### src/rtl/cpu_boot_loader.sv
`default_nettype none
// ============================================================================
// Module   : cpu_boot_loader
// Purpose  : Boot sequencer in front of the CPU. Streams 32-bit program words
//            into instruction memory from word address 0 over a valid/ready
//            handshake, holds the CPU in reset while loading, then releases it
//            to run from a latched start PC.
// Ports    : clk, reset (async, active high)
//            load_start, boot_pc            - session request / start PC
//            load_valid, load_ready,
//            load_data, load_last           - program word stream
//            imem_we, imem_addr, imem_wdata - instruction-memory write port
//            cpu_reset, cpu_goe, cpu_pcdata - CPU boot controls
//            busy, word_count, overflow     - status
// Revision : 1.0 - initial release
// ============================================================================
module cpu_boot_loader #(
    parameter int ADDR_WIDTH  = 8,
    parameter int HOLD_CYCLES = 4
) (
    input  logic                  clk,
    input  logic                  reset,
    input  logic                  load_start,
    input  logic [31:0]           boot_pc,
    input  logic                  load_valid,
    output logic                  load_ready,
    input  logic [31:0]           load_data,
    input  logic                  load_last,
    output logic                  imem_we,
    output logic [ADDR_WIDTH-1:0] imem_addr,
    output logic [31:0]           imem_wdata,
    output logic                  cpu_reset,
    output logic                  cpu_goe,
    output logic [31:0]           cpu_pcdata,
    output logic                  busy,
    output logic [ADDR_WIDTH:0]   word_count,
    output logic                  overflow
);

    localparam logic [1:0] C_ST_HALT = 2'd0;
    localparam logic [1:0] C_ST_LOAD = 2'd1;
    localparam logic [1:0] C_ST_HOLD = 2'd2;
    localparam logic [1:0] C_ST_RUN  = 2'd3;

    localparam int C_HOLD_W = (HOLD_CYCLES > 1) ? $clog2(HOLD_CYCLES) : 1;
    localparam logic [C_HOLD_W-1:0] C_HOLD_LAST = C_HOLD_W'(HOLD_CYCLES - 1);
    // Count value at which one more accepted word fills the memory.
    localparam logic [ADDR_WIDTH:0] C_FINAL_SLOT = {1'b0, {ADDR_WIDTH{1'b1}}};

    logic [1:0]            state_q,      state_d;
    logic [C_HOLD_W-1:0]   hold_cnt_q,   hold_cnt_d;
    logic [ADDR_WIDTH:0]   word_count_q, word_count_d;
    logic                  overflow_q,   overflow_d;
    logic [31:0]           boot_pc_q,    boot_pc_d;
    logic [31:0]           cpu_pcdata_q, cpu_pcdata_d;
    logic                  imem_we_q,    imem_we_d;
    logic [ADDR_WIDTH-1:0] imem_addr_q,  imem_addr_d;
    logic [31:0]           imem_wdata_q, imem_wdata_d;
    logic                  cpu_reset_q,  cpu_reset_d;
    logic                  cpu_goe_q,    cpu_goe_d;
    logic                  busy_q,       busy_d;

    logic w_accept;
    logic w_start;

    assign load_ready = (state_q == C_ST_LOAD);
    assign w_accept   = load_ready & load_valid;
    assign w_start    = load_start & ((state_q == C_ST_HALT) | (state_q == C_ST_RUN));

    // ------------------------------------------------------------------
    // State register (plus all registered outputs and datapath)
    // ------------------------------------------------------------------
    always_ff @(posedge clk or posedge reset) begin
        if (reset) begin
            state_q      <= C_ST_HALT;
            hold_cnt_q   <= '0;
            word_count_q <= '0;
            overflow_q   <= 1'b0;
            boot_pc_q    <= '0;
            cpu_pcdata_q <= '0;
            imem_we_q    <= 1'b0;
            imem_addr_q  <= '0;
            imem_wdata_q <= '0;
            cpu_reset_q  <= 1'b1;
            cpu_goe_q    <= 1'b0;
            busy_q       <= 1'b0;
        end else begin
            state_q      <= state_d;
            hold_cnt_q   <= hold_cnt_d;
            word_count_q <= word_count_d;
            overflow_q   <= overflow_d;
            boot_pc_q    <= boot_pc_d;
            cpu_pcdata_q <= cpu_pcdata_d;
            imem_we_q    <= imem_we_d;
            imem_addr_q  <= imem_addr_d;
            imem_wdata_q <= imem_wdata_d;
            cpu_reset_q  <= cpu_reset_d;
            cpu_goe_q    <= cpu_goe_d;
            busy_q       <= busy_d;
        end
    end

    // ------------------------------------------------------------------
    // Next-state logic
    // ------------------------------------------------------------------
    always_comb begin
        state_d    = state_q;
        hold_cnt_d = hold_cnt_q;
        case (state_q)
            C_ST_HALT: begin
                if (load_start) state_d = C_ST_LOAD;
            end
            C_ST_LOAD: begin
                // Session ends on the tagged last word or when memory is full.
                if (w_accept && (load_last || (word_count_q == C_FINAL_SLOT))) begin
                    state_d    = C_ST_HOLD;
                    hold_cnt_d = '0;
                end
            end
            C_ST_HOLD: begin
                if (hold_cnt_q == C_HOLD_LAST) begin
                    state_d = C_ST_RUN;
                end else begin
                    hold_cnt_d = hold_cnt_q + C_HOLD_W'(1);
                end
            end
            C_ST_RUN: begin
                if (load_start) state_d = C_ST_LOAD;
            end
            default: state_d = C_ST_HALT;
        endcase
    end

    // ------------------------------------------------------------------
    // Output / datapath logic. CPU controls are derived from the next
    // state so they change on the same edge as the state itself.
    // ------------------------------------------------------------------
    always_comb begin
        word_count_d = word_count_q;
        overflow_d   = overflow_q;
        boot_pc_d    = boot_pc_q;
        cpu_pcdata_d = cpu_pcdata_q;
        imem_we_d    = w_accept;
        imem_addr_d  = imem_addr_q;
        imem_wdata_d = imem_wdata_q;

        if (w_accept) begin
            imem_addr_d  = word_count_q[ADDR_WIDTH-1:0];
            imem_wdata_d = load_data;
            word_count_d = word_count_q + (ADDR_WIDTH+1)'(1);
            overflow_d   = (word_count_q == C_FINAL_SLOT) && !load_last;
        end

        if (w_start) begin
            boot_pc_d    = boot_pc;
            word_count_d = '0;
            overflow_d   = 1'b0;
        end

        // Present the latched PC as HOLD is entered; it then stays put.
        if ((state_q == C_ST_LOAD) && (state_d == C_ST_HOLD)) begin
            cpu_pcdata_d = boot_pc_q;
        end

        cpu_reset_d = (state_d != C_ST_RUN);
        cpu_goe_d   = (state_d == C_ST_HOLD) || (state_d == C_ST_RUN);
        busy_d      = (state_d == C_ST_LOAD) || (state_d == C_ST_HOLD);
    end

    assign imem_we    = imem_we_q;
    assign imem_addr  = imem_addr_q;
    assign imem_wdata = imem_wdata_q;
    assign cpu_reset  = cpu_reset_q;
    assign cpu_goe    = cpu_goe_q;
    assign cpu_pcdata = cpu_pcdata_q;
    assign busy       = busy_q;
    assign word_count = word_count_q;
    assign overflow   = overflow_q;

endmodule
`default_nettype wire

### config.mk
export PLATFORM = sky130hd
export DESIGN_NAME = cpu_boot_loader
export DESIGN_NICKNAME = d
export VERILOG_FILES = /design/src/rtl/cpu_boot_loader.sv
export SDC_FILE = /design/constraint.sdc
export NUM_CORES = 1
export LEC_CHECK = 0
export CAP_MARGIN = 15
export CORE_ASPECT_RATIO = 0.5
export CORE_MARGIN = 10
export CORE_UTILIZATION = 30
export CTS_CLUSTER_DIAMETER = 30
export DETAILED_ROUTE_END_ITERATION = 8
export DONT_BUFFER_PORTS = 1
export GPL_TIMING_DRIVEN = 0
export PLACE_DENSITY = 0.49
export SLEW_MARGIN = 20
export SYNTH_ARGS = -nofsm -noshare
export SYNTH_HDL_FRONTEND = slang
export SYNTH_SLANG_ARGS = --single-unit
### constraint.sdc
create_clock -name clk -period 4.95 [get_ports clk]
set_input_delay 0.2475 -clock clk [delete_from_list [all_inputs] [get_ports clk]]
set_output_delay 0.2475 -clock clk [all_outputs]
set_load 0.05 [all_outputs]
==> impl_metrics.py <==
metrics = {
    "floorplanning": {
        "io_pins": 156,
        "die_width_um": 199,
        "die_h_um": 109,
        "num_rows": 32,
        "die-area_mm2": 0.0217,
        "core_mm2": 0.0155,
        "start_util_pct": 30.8,
    },
    "clocking": {
        "clockBufferDepth": 2,
        "clock_latency_ns": 0.40,
        "cts_buffers": 17,
        "cts_root_buf": "clkbuf_16",
        "clk_pin_slew_ns": 0.06,
        "tritoncts": "done",
        "post_cts_buffers": 0,
        "clkSinkCount": 122,
        "cts.htree.levels": 4,
    },
    "cells_and_area": {
        "finalNetCount": 559,
        "final_cell_count_no_fill": 699,
        "area_growth_pct": 32.2,
        "fin_util_pct": 40.8,
        "seq_area_mm2": 0.00305,
        "antenna_cells": 0,
        "layout-drive-gt1-share_pct": 23.2,
        "multi_input_area_mm2": 0.00162,
        "nFillCells": 1469,
    },
    "setup_path": {
        "end_kind": "flop",
        "reg2reg_from": "word_count[0]$_DFFE_PP0P_",
        "critPathKind": "reg -> reg",
        "r2r_cells": 11,
        "cp.required_ns": 5.23,
        "crit_path_max_fanout": 10,
        "startpoint_type": "flop",
        "path_cells": "ha_1 -> nand2_1 -> nor3_1 -> ha_1 -> o211ai_1 -> a21oi_1 -> a2bb2oi_1 -> ha_1 -> nand2_1 -> buf_2 -> mux2_2",
        "critPathSlowestCell": "dfrtp_1",
        "ff2ff_setup_slack_ns": 1.75,
        "reg2reg_to": "cpu_pcdata[23]$_DFFE_PP0P_",
        "slowest_delay_ns": 0.77,
        "cp_common_cell": "ha_1",
        "critPathArrivalTime_ns": 3.47,
    },
    "routing": {
        "drt-vias-per-instance": 4.42,
        "drt-total-wl_mm": 12.0,
        "dr.first_iter.drc_count": 102,
        "firstDrtPassIters": 4,
        "wl_per_cell_um": 17.2,
        "vias": 3089,
        "ant_nets": 0,
        "route.detailed.drc": 0,
    },
    "logic_synthesis": {
        "yosysSeqAreaShare_pct": 63.8,
        "synth.avg_cell_area_um2": 12.1,
        "synthSimpleGateAreaFrac_pct": 12.7,
        "yosys_warnings": 0,
        "yosys.cell_count.top_type": "nand2_1",
        "synth_mux_area_share_pct": 15.1,
        "synthCells": 397,
        "yosys-top-cells-area": "dfrtp_1 63%, mux2_2 15%, nand2_1 9.8%",
        "synthAdderAreaFrac_pct": 2.09,
        "synth_xor_area_share_pct": 0.366,
        "synth.top_cell.area_share_pct": 63.2,
        "synth_ff_type": "dfrtp_1",
        "ys_seq_elements": 122,
        "async_flop_share_pct": 100,
        "synth_top_family_by_area": "multiplexers",
        "syn_nets": 474,
        "netlist_area_mm2": 0.00479,
        "synth_top_cell_by_area": "dfrtp_1",
        "synth_compound_area_share_pct": 3.55,
        "synth_common_cells": "125 x nand2_1, 121 x dfrtp_1, 64 x mux2_2",
        "synth_edf_count": 0,
        "synthDistinctLibCells": 35,
    },
    "grt": {
        "grt_pass1_vias": 3349,
        "antenna_found_initial": 0,
        "gr-max-usage-layer": "met2",
        "globalRouteMet1Util_pct": 13.3,
        "grt_max_degree": 87,
        "track_usage_pct": 11.3,
        "gr-total-overflow": 0,
        "met3_usage_pct": 3.93,
        "grt_util_met2_pct": 19.0,
        "grt_pass1_wl_mm": 19.2,
    },
    "timing": {
        "clock.fmax_mhz": 313,
        "final_max_slew_viol_count": 0,
        "hold_violations": 0,
        "finalCriticalPeriod_ns": 3.20,
        "tightest_slew_ns": 0.671,
        "slew_headroom_pct": 55.3,
        "rsz0062_at_grt": "false",
        "period_share_pct": 64.6,
        "fin_skew_ns": 0.00946,
        "setup_viol": 0,
    },
    "job": {
        "cap_violations": 0,
    },
    "min_path": {
        "hold_depth": 2,
        "hp-class": "in -> reg",
        "hold_end": "overflow$_DFFE_PP0P_",
        "hold_start": "load_last",
    },
    "place": {
        "place.port_buffers": 0,
        "gp_congestion": 0.729,
        "hpwlAfterDp_mm": 8.34,
        "dp_cells": 602,
    },
    "pwr": {
        "power_w": 0.00495,
        "leakage_nw": 2.93,
        "power_density_mw_per_mm2": 783,
        "ir_worst_vdd_v": 0.000279,
    },
    "outcome": {
        "status": "completed",
    },
}
-- through the flow --
step,worst slack (ns),hold slack [ns],cell area (µm²),setup TNS [ns]
finish,1.75,0.0363,6330,0
global route,1.48,0.0277,6330,0
floorplan,1.46,0.353,4790,0
global placement,-0.00308,0.354,5040,-0.0601
CTS,1.69,0.0141,6330,0
detailed placement,1.68,0.0898,5080,0
-- how the worst max path moves through the flow --
stage	from	endpoint	slack [ns]
6_report	word_count[0]$_DFFE_PP0P_	cpu_pcdata[23]$_DFFE_PP0P_	1.75
3_3_place_gp	reset	imem_wdata[6]$_DFFE_PP0P_	-0.003
3_5_place_dp	word_count[0]$_DFFE_PP0P_	cpu_pcdata[24]$_DFFE_PP0P_	1.68
4_1_cts	word_count[0]$_DFFE_PP0P_	cpu_pcdata[24]$_DFFE_PP0P_	1.69
5_1_grt	word_count[0]$_DFFE_PP0P_	cpu_pcdata[27]$_DFFE_PP0P_	1.48
2_1_floorplan	reset	boot_pc_q[0]$_DFFE_PP0P_	1.46
-- worst max-delay path: cells and delay by family (launching register included) --
kind	cells	cell delay, ns
buf+inv	1	0.26
fa+ha+maj	3	0.73
compound gates	3	0.63
flops	1	0.77
mux	1	0.30
simple gates	3	0.39
-- registers in the layout, summed over array words and instances (netlist names), 2 cells and up --
signal / flops
imem_wdata: 32
cpu_pcdata: 32
word_count: 9
boot_pc_q: 32
hold_cnt_q: 2
imem_addr: 8
state_q: 2
-- layout make-up --
| cell class | count | area share (%) |
|---|---|---|
| Multi-Input combinational cell | 250 | 25.5 |
| Tap cell | 204 | 4.03 |
| Timing Repair Buffer | 66 | 10.7 |
| Sequential cell | 122 | 48.2 |
| Inverter | 8 | 0.593 |
| Clock buffer | 18 | 6.78 |
| Clock inverter | 14 | 2.73 |
| Buffer | 17 | 1.40 |
-- repair_timing --
item,4_1_cts,5_1_grt
hold buffers,65,0
gates resized for setup,0,0
hold endpoints to repair,100,0
-- power breakdown --
| group | total, W | switching [W] | internal (W) | leakage, nW |
|---|---|---|---|---|
| registers | 0.00272 | 0.00130 | 0.00142 | 1.51 |
| clock network | 0.00125 | 0.000459 | 0.000795 | 0.291 |
| logic | 0.000982 | 0.000464 | 0.000518 | 1.12 |
| total | 0.00495 | 0.00222 | 0.00273 | 2.93 |
-- per-layer routing --
metal  wire (µm)  share of wire (%)  vias to the layer above
li1            -                  -                     1491
met1        5080                 42                     1526
met2        6180                 51                       68
met3         685                5.7                        4
met4          72               0.60                        0
met5           0                  0                        -
-- cell families (layout without fill, tap and decap cells) --
group	Yosys count	in the layout
xor+xnor	2	2
compound gates	28	28
fa+ha+maj	8	8
simple gates	148	148
mux	64	64
buf+inv	25	123
flops	122	122
-- placed cells by master (no fill, tap or decap), types with 5 or more instances in the layout --
cell | netlist | routed
dlygate4sd3_1 | 0 | 65
clkbuf_16 | 0 | 17
o21ai_0 | 8 | 8
dfrtp_1 | 121 | 121
mux2_2 | 64 | 64
nor2_1 | 5 | 5
clkbuf_1 | 5 | 6
ha_1 | 8 | 8
a21oi_1 | 10 | 10
nand2_1 | 125 | 125
inv_1 | 7 | 6
buf_2 | 8 | 8
Power figures use the tool's default switching activity.
